### src/rtl/ga_pkg.sv
// ga_pkg: crossover mode encodings and the shared LFSR feedback for the GA datapath.
package ga_pkg;
   typedef enum logic [1:0] {
      CROSS_SINGLE  = 2'd0,
      CROSS_TWO     = 2'd1,
      CROSS_UNIFORM = 2'd2,
      CROSS_PASS    = 2'd3
   } cross_mode_e;
   localparam logic [31:0] LFSR_TAPS = 32'h8020_0003;
   function automatic logic [31:0] lfsr_next(input logic [31:0] s);
      return (s >> 1) ^ (s[0] ? LFSR_TAPS : 32'h0);
   endfunction
endpackage

### src/rtl/ga_lfsr32.sv
// ga_lfsr32: seedable 32-bit right-shift Galois LFSR; a load takes priority over an advance.
module ga_lfsr32 import ga_pkg::*; #(
   parameter logic [31:0] DefaultSeed = 32'h1ACE_B00C
) (
   input  logic        clk,
   input  logic        rst,
   input  logic        adv_i,
   input  logic        load_i,
   input  logic [31:0] seed_i,
   output logic [31:0] state_o
);
   logic [31:0] state_q, state_d;
   always_comb state_d = load_i ? (seed_i == 32'h0 ? DefaultSeed : seed_i) : adv_i ? lfsr_next(state_q) : state_q;
   always_ff @(posedge clk or posedge rst)
      if (rst) state_q <= DefaultSeed;
      else     state_q <= state_d;
   assign state_o = state_q;
endmodule

### src/rtl/crossover_pipe.sv
// crossover_pipe: 2-stage back-pressured GA crossover (single/two-point/uniform/pass).
// Define CROSSOVER_MASK_OUT_EN to expose the applied mask on cross_mask.
module crossover_pipe import ga_pkg::*; #(
   parameter int unsigned IndividualWidth = 32,
   parameter int unsigned PointIndexWidth = $clog2(IndividualWidth),
   parameter logic [31:0] DefaultSeed     = 32'h1ACE_B00C
) (
   input  logic                       clk,
   input  logic                       rst,
   input  logic                       in_valid,
   output logic                       in_ready,
   input  logic [1:0]                 mode,
   input  logic [IndividualWidth-1:0] dad,
   input  logic [IndividualWidth-1:0] mom,
   input  logic                       seed_load,
   input  logic [31:0]                seed,
`ifdef CROSSOVER_MASK_OUT_EN
   output logic [IndividualWidth-1:0] cross_mask,
`endif
   output logic                       out_valid,
   input  logic                       out_ready,
   output logic [IndividualWidth-1:0] son,
   output logic [IndividualWidth-1:0] daughter
);
   localparam int unsigned IW = IndividualWidth;
   localparam int unsigned PW = PointIndexWidth;
   logic              accept, s2_free, s2_load;
   logic [31:0]       lfsr;
   logic [PW-1:0]     p1, p2, lo, hi;
   logic [IW-1:0]     ones, mask;
   cross_mode_e       mode_e;
   logic              s1_valid_q, s1_valid_d, s2_valid_q, s2_valid_d;
   logic [IW-1:0]     s1_dad_q, s1_dad_d, s1_mom_q, s1_mom_d, s1_mask_q, s1_mask_d;
   logic [IW-1:0]     son_q, son_d, daughter_q, daughter_d;
   assign s2_free  = !s2_valid_q || out_ready;
   assign in_ready = !s1_valid_q || s2_free;
   assign accept   = in_valid && in_ready;
   assign s2_load  = s2_free && s1_valid_q;
   ga_lfsr32 #(.DefaultSeed(DefaultSeed)) u_lfsr (
      .clk     (clk),
      .rst     (rst),
      .adv_i   (accept),
      .load_i  (seed_load),
      .seed_i  (seed),
      .state_o (lfsr)
   );
   // Point masks are built from shifted all-ones so equal points collapse to zero.
   always_comb begin
      p1     = lfsr[PW-1:0];
      p2     = lfsr[2*PW-1:PW];
      lo     = p1 < p2 ? p1 : p2;
      hi     = p1 < p2 ? p2 : p1;
      ones   = '1;
      mode_e = cross_mode_e'(mode);
      mask   = mode_e == CROSS_SINGLE  ? ~(ones << p1) :
               mode_e == CROSS_TWO     ? (ones << lo) & ~(ones << hi) :
               mode_e == CROSS_UNIFORM ? lfsr[IW-1:0] : ones;
   end
   always_comb begin
      s1_valid_d = accept ? 1'b1 : s2_free ? 1'b0 : s1_valid_q;
      s1_dad_d   = accept ? dad  : s1_dad_q;
      s1_mom_d   = accept ? mom  : s1_mom_q;
      s1_mask_d  = accept ? mask : s1_mask_q;
      s2_valid_d = s2_free ? s1_valid_q : s2_valid_q;
      son_d      = s2_load ? (s1_dad_q & s1_mask_q) | (s1_mom_q & ~s1_mask_q) : son_q;
      daughter_d = s2_load ? (s1_mom_q & s1_mask_q) | (s1_dad_q & ~s1_mask_q) : daughter_q;
   end
   always_ff @(posedge clk or posedge rst)
      if (rst) begin
         s1_valid_q <= 1'b0;
         s1_dad_q   <= '0;
         s1_mom_q   <= '0;
         s1_mask_q  <= '0;
         s2_valid_q <= 1'b0;
         son_q      <= '0;
         daughter_q <= '0;
      end else begin
         s1_valid_q <= s1_valid_d;
         s1_dad_q   <= s1_dad_d;
         s1_mom_q   <= s1_mom_d;
         s1_mask_q  <= s1_mask_d;
         s2_valid_q <= s2_valid_d;
         son_q      <= son_d;
         daughter_q <= daughter_d;
      end
`ifdef CROSSOVER_MASK_OUT_EN
   logic [IW-1:0] mask_q;
   always_ff @(posedge clk or posedge rst)
      if (rst)          mask_q <= '0;
      else if (s2_load) mask_q <= s1_mask_q;
   assign cross_mask = mask_q;
`endif
   assign out_valid = s2_valid_q;
   assign son       = son_q;
   assign daughter  = daughter_q;
endmodule

### config.mk
export PLATFORM = sky130hd
export DESIGN_NAME = crossover_pipe
export DESIGN_NICKNAME = d
export VERILOG_FILES = /design/src/rtl/ga_pkg.sv /design/src/rtl/ga_lfsr32.sv /design/src/rtl/crossover_pipe.sv
export SDC_FILE = /design/constraint.sdc
export NUM_CORES = 1
export LEC_CHECK = 0
export BUFFER_PORTS_ARGS = -buffer_cell sky130_fd_sc_hd__buf_2
export CORE_AREA = 10 10 139 141
export DETAILED_ROUTE_END_ITERATION = 10
export DIE_AREA = 0 0 149 151
export PLACE_DENSITY = 0.85
export SYNTH_ARGS = -nofsm -noshare
export SYNTH_HDL_FRONTEND = slang
export SYNTH_SLANG_ARGS = --single-unit
### constraint.sdc
create_clock -name clk -period 14.82 [get_ports clk]
set_clock_uncertainty 0.05 [all_clocks]
set_input_delay 0.741 -clock clk [delete_from_list [all_inputs] [get_ports clk]]
set_output_delay 0.741 -clock clk [all_outputs]
set_load 0.01 [all_outputs]
==> results.txt <==
Worst-Skew Late Latency -> 0.43 ns
Filler cells -> 1320
Worst-Margin Slew -> 1.075 ns
CP Max Fanout -> 46
Largest net degree at the start of global routing -> 141
Post-CTS setup buffer count -> 0
Final Slew Violations -> 0
Core Area -> 16470 sq um
Slew HR -> 0.2830
Final HPWL DP -> 20660 microns
Antenna violations before repair -> 0
HP Class -> register to register
Cell Pwr Density -> 138.1 nW/um^2
Worst-case reg-to-reg path depth -> 8
Max Fclk -> 0.2947 GHz
Maxcap violations -> 0
CP Data Required Time -> 15.10 ns
Seq cells post-synth -> 194
Commonest register cell after synthesis -> dfrtp_1
RePlAce Congestion -> 0.9553
H-tree depth -> 4
Unrepaired setup endpoints after global routing -> no
GRT Residual Overflow -> 0
Chip height -> 151 microns
CP endpoint kind -> register
Hold Path Depth -> 2
CTS Root Cell -> clkbuf_16
Total CTS buffers -> 17
Ports -> 169
Synthesized cell area -> 9940 sq um
Layout cells sized above 1 -> 0.1817
Setup Crit Path Kind -> register to register
Dpl cells -> 1476
Commonest cells post-synth -> 321 x nand2_1, 181 x dfrtp_1, 132 x o21ai_0
Reg clk slew, reported paths -> 0.07 ns
Number of global-route vias before repair -> 8955
TritonCTS clock tree -> yes
Hold_buf cts -> 0
Row cnt -> 47
Most common cell in the netlist -> nand2_1
DR DRC count -> 0
DR vias -> 9211
Final Hold Fails -> 0
First-pass GRT wire length -> 48020 microns
Synth area leaders -> dfrtp_1 46%, nand2_1 12%, mux2i_1 8.0%
Total GRT Usage -> 0.2661
Die X -> 149 microns
Ys Warns -> 0
Maximum vdd ir drop -> 0.09668 mV
Leak pwr -> 0.005525 uW
Setup TNS -> 0 ns
Post-CTS sizing -> 0
Util after Layout -> 0.6921
DR vias/cell -> 6.108
Routed WL -> 30330 microns
Post-route ant nets -> 0
Yosys cell types -> 57
DR WL/cell -> 20.11 microns
Violation count after the first detailed-route iteration -> 982
Startpoint Class -> register
Endpoints failing setup -> 0
Initial Utilization -> 0.6036
Synth-to-layout area growth -> 14.65%
IO buf count -> 168
Diodes inserted -> 0
Share of Yosys cell area claimed by the top area cell type -> 0.4557
Final net count -> 1384
Avg Inst Size Synth -> 8.532 sq um
Cell count after synthesis -> 1165
EDFF count, synth -> 0
Cell Count, Final, Fillers Out -> 1508
Seq/Total Area, Yosys -> 0.4901
Critical path arrival -> 3.67 ns
Status -> complete, no violations
Drt first pass iters -> 9
Final Critical Period -> 3.393 ns
Ys async rst share -> 1.000
Clock buffer depth -> 2
Syn_nets -> 1274
Reg2reg setup slack -> 11.43 ns
Fin crit share -> 0.2290
Die ar. -> 22500 sq um
Clock sinks -> 194
Synth area leader -> dfrtp_1
==> where the power goes <==
group          internal [uW]  leakage, uW  switching (uW)  total, uW
combinational            152      0.00290             236        388
sequential               627      0.00234            94.5        721
clock                    250     0.000286             215        465
==> cell usage in the layout, fill, tap and decap left out, drive strengths merged, types with 4 or more instances in the layout <==
cell type / synthesis / final
a31oi: 18 / 18
clkbuf: 70 / 21
o32ai: 4 / 4
o211ai: 10 / 10
buf: 16 / 177
and2: 6 / 6
nor4: 12 / 12
dfstp: 13 / 13
nand2b: 5 / 5
a211oi: 13 / 13
o31ai: 7 / 7
a2111oi: 4 / 4
nor2: 109 / 109
o22a: 14 / 14
nand3: 10 / 10
inv: 10 / 15
nand2: 321 / 321
nand4: 7 / 7
o21a: 5 / 5
ha: 6 / 6
o21ai: 133 / 133
nor3: 15 / 15
o2111ai: 4 / 4
and3: 5 / 5
a21oi: 47 / 47
o22ai: 9 / 9
mux2i: 80 / 80
mux2: 4 / 4
dfrtp: 181 / 181
==> path summary, 6_finish.rpt <==
path	to	start
worst max-delay path	s1_mask_q[20]$_DFFE_PP0P_	u_lfsr.state_o[9]$_DFFE_PP0P_
worst min-delay path	son[24]$_DFFE_PP0P_	son[24]$_DFFE_PP0P_
worst max register to register	s1_mask_q[20]$_DFFE_PP0P_	u_lfsr.state_o[9]$_DFFE_PP0P_
worst min register to register	son[24]$_DFFE_PP0P_	son[24]$_DFFE_PP0P_
max in group asynchronous	s1_dad_q[7]$_DFFE_PP0P_	rst
min in group asynchronous	daughter[21]$_DFFE_PP0P_	rst
==> logic make-up after synthesis <==
logic type	Yosys count	share of synthesized area
AOI/OAI and AO/OA	286	0.1733
muxes	84	0.08635
and+or+nand+nor	497	0.2018
xor gates and xnor gates	2	0.001763
buffers and inverters	96	0.03915
adders and majority gates	6	0.007553
DFF	194	0.4901
==> metal layers <==
metal	GRT usage	wire length (microns)	up-vias
met5	0	0	-
li1	-	-	4250
met2	0.4068	13950	474
met1	0.3572	12590	4405
met4	0.1148	985	0
met3	0.06086	2804	82
==> layout make-up <==
cell class	count	area [sq um]	area share
well taps	220	275.3	0.02415
inverters	10	45.04	0.003953
multi-input cells	875	4705	0.4128
clock inverters	11	121.4	0.01065
clock buffers	21	470.5	0.04128
flip-flops and latches	194	4871	0.4274
repair buffers	177	908.4	0.07971
==> sequential cells by signal, summed over array words and instances (netlist names) <==
name / count
s1_mom_q: 32
out_valid: 1
s1_valid_q: 1
s1_mask_q: 32
daughter: 32
u_lfsr.state_o: 32
son: 32
s1_dad_q: 32
==> stage by stage <==
step | power (uW) | hold WS, ns | worst slack, ns | cell area, sq um
finish | 1574 | 0.4236 | 11.43 | 11400
CTS | 1572 | 0.4303 | 11.46 | 11400
floorplan | 959.2 | 0.4072 | 8.767 | 9940
global placement | 1096 | 0.4045 | 11.56 | 10800
global route | 1649 | 0.4471 | 11.13 | 11400
detailed placement | 1109 | 0.4147 | 11.47 | 10800
==> worst max-delay path: stages (launching register included) <==
cell,delay [ns]
dfrtp_1,0.83
inv_2,0.24
ha_1,0.36
a21oi_1,0.30
o21a_1,0.18
buf_4,0.43
mux2i_4,0.46
a211oi_1,0.08
o41ai_1,0.36
Power figures use the tool's default switching activity.
